`config.mk`:
```
export PLATFORM = sky130hd
export DESIGN_NAME = line_window_buf
export DESIGN_NICKNAME = d
export VERILOG_FILES = /design/src/rtl/line_window_buf.sv
export SDC_FILE = /design/constraint.sdc
export NUM_CORES = 1
export LEC_CHECK = 0
export CORE_UTILIZATION = 59
export DETAILED_ROUTE_END_ITERATION = 7
export GPL_TIMING_DRIVEN = 0
export PLACE_DENSITY = 0.92
export SYNTH_ARGS = -nofsm -noshare
export SYNTH_HDL_FRONTEND = slang
export SYNTH_SLANG_ARGS = --single-unit
```
`constraint.sdc`:
```
create_clock -name clk -period 2.7 [get_ports clk]
set_input_delay 0.405 -clock clk [delete_from_list [all_inputs] [get_ports clk]]
set_output_delay 0.405 -clock clk [all_outputs]
set_load 0.005 [all_outputs]
```
`src/rtl/line_window_buf.sv`:
```
// line_window_buf: sliding KxK window generator for a raster pixel stream.
//
// Handshake: a pixel is accepted on every rising clk edge where valid_in=1;
// there is no ready, the block always takes one pixel per cycle. valid_out
// is a one-cycle pulse, registered on the edge that accepted the pixel
// completing the window; pixel_windows/win_row/win_col are meaningful only
// while valid_out=1 and hold their last value otherwise.
//
// Window element (r,c), r=0 oldest row, c=0 leftmost column, sits at slice
// i=r*K+c, bits [(K*K-1-i)*CH*DATA_W +: CH*DATA_W]; top-left is the MSB slice.
module line_window_buf #(
    parameter int DATA_W = 8,
    parameter int CH     = 1,
    parameter int WIDTH  = 13,
    parameter int HEIGHT = 13,
    parameter int K      = 3,
    parameter int STRIDE = 1
) (
    input  logic                          clk,
    input  logic                          rst_n,
    input  logic                          sof,
    input  logic                          valid_in,
    input  logic [CH*DATA_W-1:0]          pixel_in,
    output logic [K*K*CH*DATA_W-1:0]      pixel_windows,
    output logic                          valid_out,
    output logic [$clog2(HEIGHT)-1:0]     win_row,
    output logic [$clog2(WIDTH)-1:0]      win_col,
    output logic                          frame_done
);

    localparam int PW       = CH * DATA_W;
    localparam int ROW_W    = $clog2(HEIGHT);
    localparam int COL_W    = $clog2(WIDTH);
    localparam int PH_W     = (STRIDE > 1) ? $clog2(STRIDE) : 1;
    localparam int OUT_ROWS = (HEIGHT - K) / STRIDE + 1;
    localparam int OUT_COLS = (WIDTH - K) / STRIDE + 1;

    localparam logic [COL_W-1:0] COL_LAST      = COL_W'(WIDTH - 1);
    localparam logic [ROW_W-1:0] ROW_LAST      = ROW_W'(HEIGHT - 1);
    localparam logic [COL_W-1:0] COL_FIRST_HIT = COL_W'(K - 1);
    localparam logic [ROW_W-1:0] ROW_FIRST_HIT = ROW_W'(K - 1);
    localparam logic [PH_W-1:0]  PH_LAST       = PH_W'(STRIDE - 1);
    localparam logic [COL_W-1:0] OCOL_LAST     = COL_W'(OUT_COLS - 1);
    localparam logic [ROW_W-1:0] OROW_LAST     = ROW_W'(OUT_ROWS - 1);

    // Position of the next pixel to be accepted. The phase counters count
    // pixels/rows since the last window-aligned position so the stride test
    // needs no divider; ocol/orow are the window indices at that position.
    logic [COL_W-1:0] col_cnt;
    logic [ROW_W-1:0] row_cnt;
    logic [PH_W-1:0]  col_ph;
    logic [PH_W-1:0]  row_ph;
    logic [COL_W-1:0] ocol_cnt;
    logic [ROW_W-1:0] orow_cnt;

    // Position of the pixel on pixel_in; sof forces (0,0).
    logic [COL_W-1:0] cur_col;
    logic [ROW_W-1:0] cur_row;
    logic [PH_W-1:0]  cur_col_ph;
    logic [PH_W-1:0]  cur_row_ph;
    logic [COL_W-1:0] cur_ocol;
    logic [ROW_W-1:0] cur_orow;

    logic [COL_W-1:0] nxt_col;
    logic [ROW_W-1:0] nxt_row;
    logic [PH_W-1:0]  nxt_col_ph;
    logic [PH_W-1:0]  nxt_row_ph;
    logic [COL_W-1:0] nxt_ocol;
    logic [ROW_W-1:0] nxt_orow;

    logic col_hit;
    logic row_hit;
    logic emit;
    logic last_win;

    // K-1 line memories: index 0 holds the most recent complete row,
    // index K-2 the oldest. Contents are never cleared; gating on the
    // position counters keeps stale data out of emitted windows.
    logic [PW-1:0] line_mem [K-1][WIDTH];
    logic [PW-1:0] mem_rd   [K-1];

    logic [PW-1:0] win_q [K][K];
    logic [PW-1:0] win_d [K][K];
    logic [K*K*PW-1:0] win_flat;

    // Resolve the effective position of the incoming pixel (sof restarts).
    always_comb begin
        cur_col    = col_cnt;
        cur_row    = row_cnt;
        cur_col_ph = col_ph;
        cur_row_ph = row_ph;
        cur_ocol   = ocol_cnt;
        cur_orow   = orow_cnt;
        if (sof) begin
            cur_col    = '0;
            cur_row    = '0;
            cur_col_ph = '0;
            cur_row_ph = '0;
            cur_ocol   = '0;
            cur_orow   = '0;
        end
    end

    // Window gating: full KxK support available and aligned to the stride.
    always_comb begin
        col_hit  = (cur_col >= COL_FIRST_HIT) && (cur_col_ph == '0);
        row_hit  = (cur_row >= ROW_FIRST_HIT) && (cur_row_ph == '0);
        emit     = valid_in && col_hit && row_hit;
        last_win = (cur_orow == OROW_LAST) && (cur_ocol == OCOL_LAST);
    end

    // Advance position, phase and window-index counters past the current pixel.
    always_comb begin
        nxt_col    = cur_col;
        nxt_row    = cur_row;
        nxt_col_ph = cur_col_ph;
        nxt_row_ph = cur_row_ph;
        nxt_ocol   = cur_ocol;
        nxt_orow   = cur_orow;
        if (cur_col == COL_LAST) begin
            nxt_col    = '0;
            nxt_col_ph = '0;
            nxt_ocol   = '0;
            if (cur_row == ROW_LAST) begin
                nxt_row    = '0;
                nxt_row_ph = '0;
                nxt_orow   = '0;
            end else begin
                nxt_row = cur_row + 1'b1;
                // Row phase only starts counting once the first window row is reached.
                if (cur_row >= ROW_FIRST_HIT) begin
                    if (cur_row_ph == PH_LAST) begin
                        nxt_row_ph = '0;
                        nxt_orow   = cur_orow + 1'b1;
                    end else begin
                        nxt_row_ph = cur_row_ph + 1'b1;
                    end
                end
            end
        end else begin
            nxt_col = cur_col + 1'b1;
            if (cur_col >= COL_FIRST_HIT) begin
                if (cur_col_ph == PH_LAST) begin
                    nxt_col_ph = '0;
                    nxt_ocol   = cur_ocol + 1'b1;
                end else begin
                    nxt_col_ph = cur_col_ph + 1'b1;
                end
            end
        end
    end

    // Position counter registers, stepped only by accepted pixels.
    always_ff @(posedge clk or negedge rst_n) begin
        if (!rst_n) begin
            col_cnt  <= '0;
            row_cnt  <= '0;
            col_ph   <= '0;
            row_ph   <= '0;
            ocol_cnt <= '0;
            orow_cnt <= '0;
        end else if (valid_in) begin
            col_cnt  <= nxt_col;
            row_cnt  <= nxt_row;
            col_ph   <= nxt_col_ph;
            row_ph   <= nxt_row_ph;
            ocol_cnt <= nxt_ocol;
            orow_cnt <= nxt_orow;
        end
    end

    // Read all line memories at the current column (read-before-write).
    always_comb begin
        for (int j = 0; j < K - 1; j++) begin
            mem_rd[j] = line_mem[j][cur_col];
        end
    end

    // Push the column down the memory chain: new pixel into the newest row,
    // each memory's old entry into the next-older memory.
    always_ff @(posedge clk) begin
        if (valid_in) begin
            line_mem[0][cur_col] <= pixel_in;
            for (int j = 1; j < K - 1; j++) begin
                line_mem[j][cur_col] <= mem_rd[j-1];
            end
        end
    end

    // Next window: shift one column left, new right column is
    // {oldest memory ... newest memory, pixel_in} from top to bottom.
    always_comb begin
        for (int r = 0; r < K; r++) begin
            for (int c = 0; c < K - 1; c++) begin
                win_d[r][c] = win_q[r][c+1];
            end
        end
        for (int r = 0; r < K - 1; r++) begin
            win_d[r][K-1] = mem_rd[K-2-r];
        end
        win_d[K-1][K-1] = pixel_in;
    end

    // Pack the next window with the top-left element in the MSB slice.
    always_comb begin
        win_flat = '0;
        for (int r = 0; r < K; r++) begin
            for (int c = 0; c < K; c++) begin
                win_flat[(K*K-1-(r*K+c))*PW +: PW] = win_d[r][c];
            end
        end
    end

    // Window shift register, advanced on every accepted pixel.
    always_ff @(posedge clk or negedge rst_n) begin
        if (!rst_n) begin
            for (int r = 0; r < K; r++) begin
                for (int c = 0; c < K; c++) begin
                    win_q[r][c] <= '0;
                end
            end
        end else if (valid_in) begin
            for (int r = 0; r < K; r++) begin
                for (int c = 0; c < K; c++) begin
                    win_q[r][c] <= win_d[r][c];
                end
            end
        end
    end

    // Output stage: pulse valid_out per window, hold data between windows.
    always_ff @(posedge clk or negedge rst_n) begin
        if (!rst_n) begin
            valid_out     <= 1'b0;
            frame_done    <= 1'b0;
            pixel_windows <= '0;
            win_row       <= '0;
            win_col       <= '0;
        end else begin
            valid_out  <= emit;
            frame_done <= emit && last_win;
            if (emit) begin
                pixel_windows <= win_flat;
                win_row       <= cur_orow;
                win_col       <= cur_ocol;
            end
        end
    end

endmodule
```
==> summary.md <==
| Metric | Value |
|---|---|
| Leak pwr | `7.05 nW` |
| Total number of vias | `a little over 10,000` |
| Required time worst endpoint | `roughly 3.1 ns` |
| Port Buf Inserts | `between 90 and 100` |
| Starting Density | `around three fifths` |
| GRT Resource Usage Total | `34.9%` |
| Core Util, Final | `between 70 and 80%` |
| Gr ovfl total | `0` |
| Post-route DRC | `0` |
| Boundary pin count | `between 90 and 100` |
| Final Hold Violating Endpoints | `0` |
| Vert. Die Dim | `158 µm` |
| TNS Setup | `-0.967 ns` |
| Crit-path max FO | `10` |
| Hold WC Path Type | `input pin to asynchronous set/reset pin` |
| Top FF cell, synth | `edfxtp_1` |
| Worst-path cell chain | `and2b_1, and4_1, clkbuf_1, buf_4, a221oi_2, nand3_1, mux2_2` |
| Ys Warns | `0` |
| Worst-path clk slew | `about 0.070 ns` |
| Crit path time final | `roughly 2.9 ns` |
| Core Area | `around 0.024 mm²` |
| Sequential share of the synthesized area | `between 60% and 70%` |
| Clk sink count | `between 300 and 400` |
| Initial antenna violation count | `0` |
| Post-synthesis cell area | `between 0.01 and 0.015 mm²` |
| Post-synth EDFFs | `between 200 and 250` |
| Drt wl/cell | `about 28 µm` |
| TritonCTS Buffers | `35` |
| Violated checks | `negative setup slack` |
| Final Slew Violations | `0` |
| First-pass GRT wire length | `63.1 mm` |
| Final cycle utilization of the critical path | `106%` |
| Die X | `between 150 and 200 µm` |
| Top-area cell type share of the netlist area | `43.8%` |
| Slew margin rel. | `between 30% and 40%` |
| Cells after Synth | `1,032` |
| Setup Crit Path Kind | `flip-flop to flip-flop` |
| Clock root cell | `clkbuf_16` |
| Startpoint types | `flip-flop` |
| Average size of a mapped cell | `around 14 µm²` |
| Die area | `about 0.025 mm²` |
| Post-Syn Nets | `about 1,100` |
| WL final | `43.0 mm` |
| Synth unique cells | `71` |
| Critical path's largest stage delay | `0.49 ns` |
| Worst slew pin tran | `roughly 1.0 ns` |
| WP data arrival | `~3.3 ns` |
| Number of synthesized register bits | `356` |
| CTS tree | `built` |
| Clock latency on the worst-skew pair | `0.54 ns` |
| Status | `finished with violations` |
| Vias per inst | `6.72` |
| Pre-CTS WS | `-1.36 ns` |
| Max VDD drop | `0.601 mV` |
| HPWL Detailed | `23.8 mm` |
| Syn-to-layout area delta | `23.0%` |
| Pin count of the biggest net entering global routing | `between 100 and 150` |
| Critical Path End Type | `flip-flop` |
| Max Clock Skew | `0.0285 ns` |
| Pwr dens | `just over 800 mW/mm²` |
| PnR worst setup slack | `-0.166 ns` |
| Ys async rst share | `between 40% and 50%` |
| Share of cells above drive strength 1 | `20.8%` |
| CTS Buffer Depth | `3` |
| H-Tree Depth | `2` |
| Final nets | `roughly 1,200` |
| Post-route ant nets | `0` |
| Max Clk Rate | `between 300 and 400 MHz` |
| First-pass DRT Iterations | `8` |
| Final setup violation count | `37` |
| CP max stage cell | `dfrtp_1` |
| Top post-synthesis cells by area | `edfxtp_1 (44%), dfrtp_1 (26%), nand2_1 (5.7%)` |
| Cell type with the highest aggregate area in the netlist | `edfxtp_1` |
| Rows | `56` |
| GP Congestion | `between 0.9 and 1` |
| Number of max-cap violations | `0` |
| Drt first-iter violations | `~1,700` |
| Number of global-route vias before repair | `10,586` |
## synthesized netlist by cell type, types with 3 or more instances
cell type,count
edfxtp_1,208
nand2_1,218
nand4_1,9
a21oi_1,35
nor4_1,4
o22ai_1,5
o211ai_1,5
mux2_4,7
mux4_2,4
nor2b_1,6
o21ai_0,34
nand3_1,16
o22a_1,25
o221ai_1,4
clkbuf_1,28
a221oi_2,4
a211oi_1,3
o21ai_1,4
a22o_1,3
nor3b_1,3
ha_1,11
o31ai_1,9
buf_2,19
buf_4,11
inv_1,12
nor2_1,38
mux2i_1,36
nor3_1,6
a22oi_2,4
dfrtp_1,148
mux2_2,60
## final cells by class
class | count | area (µm²)
Multi-Input combinational cell | 601 | 4140
Fill cell | 1243 | 6070
Tap cell | 319 | 399
Clock inverter | 13 | 155
Antenna cell | 1 | 2.50
Inverter | 14 | 71.3
Clock buffer | 50 | 1000
Buffer | 61 | 400
Timing Repair Buffer | 133 | 1430
Sequential cell | 356 | 9950
## worst max-delay path: cells and delay by family, from the launching register on
kind / cells / cell delay [ns]
AND/OR/NAND/NOR: 3 / 0.87
buffers and inverters: 2 / 0.59
flip-flops: 1 / 0.49
AO/OA/AOI/OAI: 1 / 0.43
multiplexers: 1 / 0.36
## logic make-up (layout without fill, tap and decap cells)
logic type               after synthesis  count (layout)  synth area share [%]
AO/OA/AOI/OAI                        158             158                  7.90
XOR/XNOR                               1               1                0.0614
other                                  0               1                     0
AND/OR/NAND/NOR                      322             322                  9.94
adder cells (fa/ha/maj)               11              11                 0.965
flip-flops                           356             356                  69.7
buffers and inverters                 75             271                  2.62
multiplexers                         109             109                  8.79
## sequential cells by signal, indices dropped and copies added (netlist names)
name,flops
ocol_cnt,4
orow_cnt,4
col_ph,1
row_cnt,4
col_cnt,4
valid_out,1
frame_done,1
row_ph,1
win_col,4
pixel_windows,72
line_mem,208
win_row,4
win_d,48
## through the flow
step / hold WS (ns) / cells / cell area, µm² / total power [mW]
finish: 0.386 / 1548 / 17500 / 14.2
global route: 0.441 / 1547 / 17500 / 14.5
CTS: 0.404 / 1537 / 17300 / 13.9
detailed placement: 0.363 / 1453 / 15800 / 8.68
global placement: 0.448 / 1444 / 15600 / 8.52
floorplan: 0.109 / 1032 / 14300 / 7.86
## path summary, 6_finish.rpt
check / startpoint / endpoint / slack, ns / cells after the start
max: col_cnt[3] / win_d[62] / -0.17 / 7
min: rst_n / col_cnt[1] / 0.39 / 2
max reg2reg: col_cnt[3] / win_d[62] / -0.17 / 7
min reg2reg: win_d[16] / pixel_windows[16] / 0.48 / 2
max in group asynchronous: rst_n / pixel_windows[4] / 1.46 / 3
min in group clk: win_d[16] / pixel_windows[16] / 0.48 / 2
## per-layer routing
| layer | GRT usage (%) | vias up | part of all wire, % |
|---|---|---|---|
| met5 | 0 | - | 0 |
| met4 | 20.3 | 0 | 6.5 |
| li1 | - | 4099 | - |
| met3 | 10.4 | 270 | 12 |
| met1 | 42.1 | 5069 | 33 |
| met2 | 55.9 | 961 | 48 |
## what timing repair did
| item | 4_1_cts | 5_1_grt |
|---|---|---|
| pin swaps | 7 | 5 |
| endpoints found under the setup margin | 324 | 233 |
| hold endpoints to repair | 45 | 0 |
| resized for setup | 31 | 48 |
| setup buffers | 20 | 10 |
| hold buffers | 1 | 0 |
## power by group
group	leakage (nW)	internal [mW]	switching, mW
sequential	3.84	6.40	0.303
clock	0.567	2.89	2.14
combinational	2.64	0.905	1.56
total	7.05	10.2	4.00
## cells in the final DEF (no fill, tap or decap), types with 4 or more instances in the layout
master / n
nor4_1: 4
clkinv_2: 5
clkbuf_2: 10
buf_2: 12
a22oi_2: 4
nor2b_1: 6
clkbuf_8: 5
clkbuf_1: 26
o211ai_1: 5
mux2i_1: 36
nand3_1: 13
o22a_1: 25
nor3_1: 6
o21ai_0: 34
o21ai_1: 4
nor2_4: 8
nand4_1: 9
o221ai_1: 4
buf_8: 11
mux2_4: 7
buf_4: 32
a221oi_2: 4
nor2_2: 7
edfxtp_1: 208
nor2_1: 24
dfrtp_1: 148
buf_12: 9
o22ai_1: 5
mux4_2: 4
clkbuf_16: 36
inv_1: 10
a21oi_1: 35
ha_1: 8
mux2_2: 60
o31ai_1: 9
buf_6: 6
nand2_1: 217
clkdlybuf4s50_1: 92
(Power assumes the default switching activity.)
